<file path="src/rtl/fifo_v1.sv">
`timescale 1ns/1ps
// fifo_v1
//   Synchronous 16 x 4 FIFO clocked by wclk. A producer writes at the wclk
//   rate; a slower consumer paces reads by pulsing rclk, which is treated as
//   a data signal: it is synchronised into wclk and each rising edge opens a
//   one-cycle read slot.
//
// Ports
//   wclk   in   sole clock, all state updates on its rising edge
//   rst    in   synchronous active-high reset (priority over all operations)
//   wen    in   write request
//   wdata  in   write data, sampled with wen
//   rclk   in   asynchronous read strobe, one read per rising edge
//   ren    in   read enable, qualifies the synchronised rclk edge
//   rdata  out  registered read data, holds between reads
//   empty  out  count == 0
//   full   out  count == DEPTH
//
// Handshake: a write is accepted at a wclk edge when wen=1 and full=0, and a
// read when rd_pulse=1, ren=1 and empty=0. Both decisions use the flags as
// they stood before the edge, so a blocked side is dropped without stalling
// the other, and a write into an empty FIFO is never read through in the
// same cycle.
module fifo_v1 #(
  parameter int DATA_WIDTH = 4,
  parameter int DEPTH      = 16,
  parameter int ADDR_WIDTH = 4
) (
  input  logic                  wclk,
  input  logic                  rst,
  input  logic                  wen,
  input  logic [DATA_WIDTH-1:0] wdata,
  input  logic                  rclk,
  input  logic                  ren,
  output logic [DATA_WIDTH-1:0] rdata,
  output logic                  empty,
  output logic                  full
);

  localparam logic [ADDR_WIDTH:0] FULL_COUNT = (ADDR_WIDTH+1)'(DEPTH);

  logic [DATA_WIDTH-1:0] mem [DEPTH];
  logic [ADDR_WIDTH-1:0] wptr;
  logic [ADDR_WIDTH-1:0] rptr;
  logic [ADDR_WIDTH:0]   count;

  // s1/s2 resolve metastability on the raw strobe; s3 delays s2 by one
  // cycle so the rising edge can be detected as a single-cycle pulse.
  logic s1;
  logic s2;
  logic s3;
  logic rd_pulse;
  logic do_wr;
  logic do_rd;

  assign rd_pulse = s2 & ~s3;
  assign empty    = (count == '0);
  assign full     = (count == FULL_COUNT);
  assign do_wr    = wen & ~full;
  assign do_rd    = rd_pulse & ren & ~empty;

  // Storage is deliberately left out of reset; stale entries are unreachable
  // once the pointers and count are cleared.
  always_ff @(posedge wclk) begin
    if (!rst && do_wr) begin
      mem[wptr] <= wdata;
    end
  end

  always_ff @(posedge wclk) begin
    if (rst) begin
      s1 <= 1'b0;
      s2 <= 1'b0;
      s3 <= 1'b0;
    end else begin
      s1 <= rclk;
      s2 <= s1;
      s3 <= s2;
    end
  end

  always_ff @(posedge wclk) begin
    if (rst) begin
      wptr  <= '0;
      rptr  <= '0;
      count <= '0;
      rdata <= '0;
    end else begin
      if (do_wr) begin
        wptr <= wptr + ADDR_WIDTH'(1);
      end
      if (do_rd) begin
        rdata <= mem[rptr];
        rptr  <= rptr + ADDR_WIDTH'(1);
      end
      case ({do_wr, do_rd})
        2'b10:   count <= count + (ADDR_WIDTH+1)'(1);
        2'b01:   count <= count - (ADDR_WIDTH+1)'(1);
        default: count <= count;
      endcase
    end
  end

endmodule

</file>
<file path="config.mk">
export PLATFORM = sky130hd
export DESIGN_NAME = fifo_v1
export DESIGN_NICKNAME = d
export VERILOG_FILES = /design/src/rtl/fifo_v1.sv
export SDC_FILE = /design/constraint.sdc
export NUM_CORES = 1
export LEC_CHECK = 0
export BUFFER_PORTS_ARGS = -buffer_cell sky130_fd_sc_hd__buf_2
export CAP_MARGIN = 10
export CORE_MARGIN = 10
export CORE_UTILIZATION = 50
export DETAILED_ROUTE_END_ITERATION = 6
export PLACE_DENSITY = 0.67
export SYNTH_ARGS = -nofsm -noshare
export SYNTH_HDL_FRONTEND = slang
export SYNTH_SLANG_ARGS = --single-unit
</file>
<file path="constraint.sdc">
create_clock -name wclk -period 4.9 [get_ports wclk]
set_input_delay 0.735 -clock wclk [delete_from_list [all_inputs] [get_ports wclk]]
set_output_delay 0.735 -clock wclk [all_outputs]
set_load 0.02 [all_outputs]
</file>
Word level (Yosys, flattened, before mapping)
Memory sizes are Yosys's and may differ from the RTL's. A register that Yosys moved wholly into a read port is not among the register bits. Cells that the tools add are included.

Word-level logic and storage cells: 28. Input port bits: 9. Register bits after elaboration: 16. Memories kept: 1. Memory bits (writable): 64.

Memory list: mem (depth 16, bits a word 4, rd ports 1, clocked after Yosys merged registers in 1, wr ports 1, RTL line 42) `logic [DATA_WIDTH-1:0] mem [DEPTH];`.

Add/subtract/negate cells: 4. Equality and inequality tests: 3. Reductions and logical operators: 4. Mux-type cells: 3. Bitwise operators: 7.

Operators with widths (number): $pmux W5 S2 (1); $add A4 B1 Y4 const B (2); $add A5 B1 Y5 const B (1); $eq A5 B5 Y1 const B (1); $logic_not A5 Y1 (1); $sub A5 B1 Y5 const B (1); $and A1 B1 Y1 (4); $not A1 Y1 (3); $eq A2 B1 Y1 const B (1); $eq A2 B2 Y1 const B (1); $mux W1 (2); $reduce_bool A2 Y1 (1); $logic_and A1 B1 Y1 (1); $logic_not A1 Y1 (1).

Depth between registers and ports, before layout
Word-level depth: 6. Depth in mapped cells: 11. Mapped depth without buffers: 11.

Worst setup path before layout
OpenSTA, ideal clock, no wires.

Kind: input to register. From: in ren. To: reg count[4]. Data arrival time: 2.917 ns. Slack: 1.912 ns. Cell stages on the path: 11. Buffers on the path: 1. Library setup time: 0.071 ns. Path through: nand2_1 > a211oi_1 > buf_2 > ha_1 > inv_1 > fa_1 > nor2b_1 > o21ai_0 > and3_1 > or4_1 > a21oi_1.

Longest elaborated chain between the ends: 4. Elaborated cells on any way between the ends: 6. Those cells by class: 2 x eq/ne; 1 x mux; 2 x bitwise; 1 x reduce/logical.

Ends and longest elaborated chain: from (decl) (RTL line 34) `input logic ren,`; $and A1 B1 Y1 * (2 in series) (RTL line 60) `assign do_rd = rd_pulse & ren & ~empty;`; named net do_rd (RTL line 54) `logic do_rd;`; $eq A2 B1 Y1 / $eq A2 B2 Y1 (equally long branches) (RTL line 96) `case ({do_wr, do_rd})`; $pmux W5 S2 / $reduce_bool A2 Y1 (equally long branches); to (signal assigned) (RTL line 97) `2'b10: count <= count + (ADDR_WIDTH+1)'(1);`; to (signal assigned) (RTL line 98) `2'b01: count <= count - (ADDR_WIDTH+1)'(1);`; to (signal assigned) (RTL line 99) `default: count <= count;`; to (decl) (RTL line 45) `logic [ADDR_WIDTH:0] count;`.

The timed path passes the listed nets; every way through them passes the cells marked *. A chain may end at the register's enable or synchronous reset.

Worst setup path in the final report
From: reg count[0]. To: reg count[4].

Longest elaborated chain between the ends: 5. Elaborated cells on any way between the ends: 12. Those cells by class: 2 x add/sub; 3 x eq/ne; 1 x mux; 4 x bitwise; 2 x reduce/logical.

Ends and longest elaborated chain (RTL line): $eq A5 B5 Y1 / $logic_not A5 Y1 (equally long branches) (58, 57); $not A1 Y1 (on tied branches) (59, 60); $and A1 B1 Y1 (on tied branches) (59, 60); $eq A2 B1 Y1 / $eq A2 B2 Y1 (equally long branches) (96); $pmux W5 S2 / $reduce_bool A2 Y1 (equally long branches).

Parallel ways exist; a longest one is shown, timed or not.

==> impl_metrics.env <==
export IMPL_critPathBufInv=2
export IMPL_cts_tree="done"
export IMPL_crit_slowest_cell="nor4_1"
export IMPL_globalRouteOverflowTotal=0
export IMPL_gp_congestion=0.800
export IMPL_p_total_mw=1.33
export IMPL_num_rows=30
export IMPL_cts_resized=0
export IMPL_cp_end_kind="flop"
export IMPL_crit_path_cell_trace="nor4_1 > a21boi_2 > inv_1 > ha_1 > inv_1 > fa_1 > nor2b_1 > o21ai_0 > and3_1 > or4_1 > a21oi_1"
export IMPL_diodes=0
export IMPL_dr_wl_met2_um=2800
export IMPL_finalSetupTns_ps=0
export IMPL_ys_seq_area_share_pct=66.7
export IMPL_ys_seq_elements=84
export IMPL_hold_path_class="flop to flop"
export IMPL_path_clk_slew_ps=90
export IMPL_rsz0062_at_grt="no"
export IMPL_cts_sinks=84
export IMPL_drt_total_wl_um=6010
export IMPL_highest_layer="met4"
export IMPL_synth_fa_ha_area_share_pct=3.81
export IMPL_syn_instance_count=237
export IMPL_vias_per_cell=5.35
export IMPL_vias=1901
export IMPL_port_buffers=14
export IMPL_ant_nets=0
export IMPL_postSynthNetCount=256
export IMPL_finalMaxSlewViolations=0
export IMPL_synth_compound_area_share_pct=4.45
export IMPL_p_leak_nw=1.26
export IMPL_area_growth_pct=10.0
export IMPL_vdd_drop_max_v=0.000181
export IMPL_max_slew_margin_pct=57.0
export IMPL_grt_total_usage_pct=12.9
export IMPL_ios=15
export IMPL_wl_met1_um=2700
export IMPL_synth_warnings=0
export IMPL_design_die_area_sq_um=10700
export IMPL_grt_antenna_before_repair=0
export IMPL_grt_max_degree=25
export IMPL_synth_simple_area_share_pct=8.98
export IMPL_clk_latency_ps=350
export IMPL_tightest_slew_ps=640
export IMPL_hold_buffers=0
export IMPL_initial_utilization_pct=51.3
export IMPL_wl_met3_um=432
export IMPL_crit_top_cell="inv_1"
export IMPL_synth_top_family_by_area="multiplexers"
export IMPL_max_cap_viol_count=0
export IMPL_numCtsBuffers=9
export IMPL_synth_xor_area_share_pct=2.01
export IMPL_clockBufferDepth=2
export IMPL_finClkSkew_ps=8.92
export IMPL_chipWidth_um=103
export IMPL_critPathLaunchType="flop"
export IMPL_die_y_um=103
export IMPL_fin_crit_sh_pct=63.0
export IMPL_crit_arrival_ps=3370
export IMPL_period_needed_ps=3090
export IMPL_syn_cell_area_sq_um=3480
export IMPL_hold_violations=0
export IMPL_htreeDepth=3
export IMPL_core_area_sq_um=6790
export IMPL_grt_pass1_wl_um=10100
export IMPL_drt_initial_drc_count=106
export IMPL_grt_pass1_vias=1964
export IMPL_powerDensity_nw_per_um2=346
export IMPL_nets=273
export IMPL_postCtsSetupBuffers=0
export IMPL_worst_setup_path_type="flop to flop"
export IMPL_routedWlPerCell_um=16.9
export IMPL_layout_drive_gt1_share_pct=16.6
export IMPL_status="completed"
export IMPL_path_max_fanout=9
export IMPL_hpwl_um=4200
export IMPL_avgSynthCellArea_sq_um=14.7
export IMPL_cp_required_ps=5180
export IMPL_drtPass1Iterations=4
export IMPL_drc_errors=0
export IMPL_synthMuxAreaShare_pct=11.6
export IMPL_setup_violations=0
export IMPL_max_freq_mhz=324
export IMPL_synth_cell_types=36
export IMPL_crit_family="simple AND/OR/NAND/NOR gates"
export IMPL_worst_path_largest_cell_delay_ps=600
export IMPL_ctsRootBufferMaster="clkbuf_8"
cell type report:
cell class / count / area [sq um]
timing repair buffer: 16 / 85.1
clock buffer: 9 / 124
clock inverter: 7 / 75.1
sequential: 84 / 2320
multi-input combinational: 135 / 1080
fill: 556 / 2960
tap: 96 / 120
inverter: 8 / 30.0
cell usage in the layout, fill, tap and decap left out, types with 2 or more instances in the layout:
cell type   n
a211oi_1    4
a21oi_1     6
a311oi_1    3
and2_1      2
buf_2      14
buf_4       2
clkbuf_8    9
clkinv_2    2
clkinv_4    3
dfxtp_1    20
edfxtp_1   64
ha_1        9
inv_1       8
mux2i_1    15
mux4_1      2
mux4_2      9
nand2_1    11
nand3b_1    2
nand4_1     2
nor2_1     36
nor2b_1     6
o22ai_1     6
or3_1       2
xnor2_1     3
xor2_1      5
state kept, by name, indices dropped and copies added (netlist names):
name   cells
s3         1
rptr       4
rdata      4
wptr       4
count      5
mem       64
s1         1
s2         1
through the flow:
stage / std cells / hold slack, ps / util (%) / worst slack [ps] / area (sq um)
2_1_floorplan: 237 / 414 / - / 1910 / 3480
3_3_place_gp: 339 / 441 / 53.5 / 1850 / 3630
3_5_place_dp: 339 / 427 / 53.5 / 1810 / 3630
4_1_cts: 355 / 454 / 56.4 / 1810 / 3830
5_1_grt: 355 / 464 / 56.4 / 1500 / 3830
6_report: 355 / 447 / 56.4 / 1810 / 3830
synthesized netlist by cell type:
master | n | area (sq um)
a21o_1 | 1 | 7.51
dfxtp_1 | 20 | 400
nand3_1 | 1 | 5.00
and2_1 | 2 | 12.5
or3b_2 | 1 | 8.76
ha_1 | 9 | 113
a311oi_1 | 3 | 26.3
and2b_1 | 1 | 7.51
fa_1 | 1 | 20.0
a211oi_1 | 4 | 30.0
buf_2 | 2 | 10.0
nor2b_1 | 6 | 37.5
a21oi_1 | 6 | 30.0
nor3_1 | 1 | 5.00
and3_1 | 1 | 6.26
xor2_1 | 5 | 43.8
a21boi_2 | 1 | 11.3
inv_1 | 8 | 30.0
buf_4 | 2 | 15.0
or3_1 | 2 | 12.5
mux4_2 | 9 | 203
o22ai_1 | 6 | 37.5
mux2i_1 | 15 | 150
edfxtp_1 | 64 | 1920
o21ai_0 | 1 | 5.00
or4_1 | 1 | 7.51
xnor2_1 | 3 | 26.3
clkbuf_1 | 5 | 18.8
mux4_1 | 2 | 52.6
nand3b_1 | 2 | 15.0
buf_6 | 1 | 11.3
nand4_1 | 2 | 12.5
nand2_1 | 11 | 41.3
nor2_1 | 36 | 135
nor4_1 | 1 | 6.26
o31ai_1 | 1 | 7.51
report_power, final:
part	switching [mW]	internal, mW	leakage [nW]
Clock	0.247	0.238	0.104
Combinational	0.0389	0.0218	0.421
Sequential	0.00716	0.774	0.739
worst paths after layout:
| path | depth (start not counted) | endpoint | slack [ps] | startpoint |
|---|---|---|---|---|
| setup / recovery | 11 | count[4]$_SDFFE_PP0P_ | 1810 | count[0]$_SDFFE_PP0P_ |
| hold / removal | 1 | s2$_SDFF_PP0_ | 450 | s1$_SDFF_PP0_ |
| hold reg to reg | 1 | s2$_SDFF_PP0_ | 450 | s1$_SDFF_PP0_ |
| setup reg to reg | 11 | count[4]$_SDFFE_PP0P_ | 1810 | count[0]$_SDFFE_PP0P_ |
metal layers:
metal  up-vias  track usage (%)
met4         0             6.42
met3         7             3.39
met2        59             20.1
li1        913                -
met5         -                0
met1       922             16.3
kinds of logic (layout without fill, tap and decap cells):
| family | Yosys count | count (layout) |
|---|---|---|
| AND/OR/NAND/NOR | 68 | 68 |
| AO/OA/AOI/OAI | 23 | 23 |
| XOR/XNOR | 8 | 8 |
| buffers and inverters | 18 | 40 |
| adder cells (fa/ha/maj) | 10 | 10 |
| flip-flops | 84 | 84 |
| multiplexers | 26 | 26 |
Note: power is estimated with default switching activity, not from simulation.
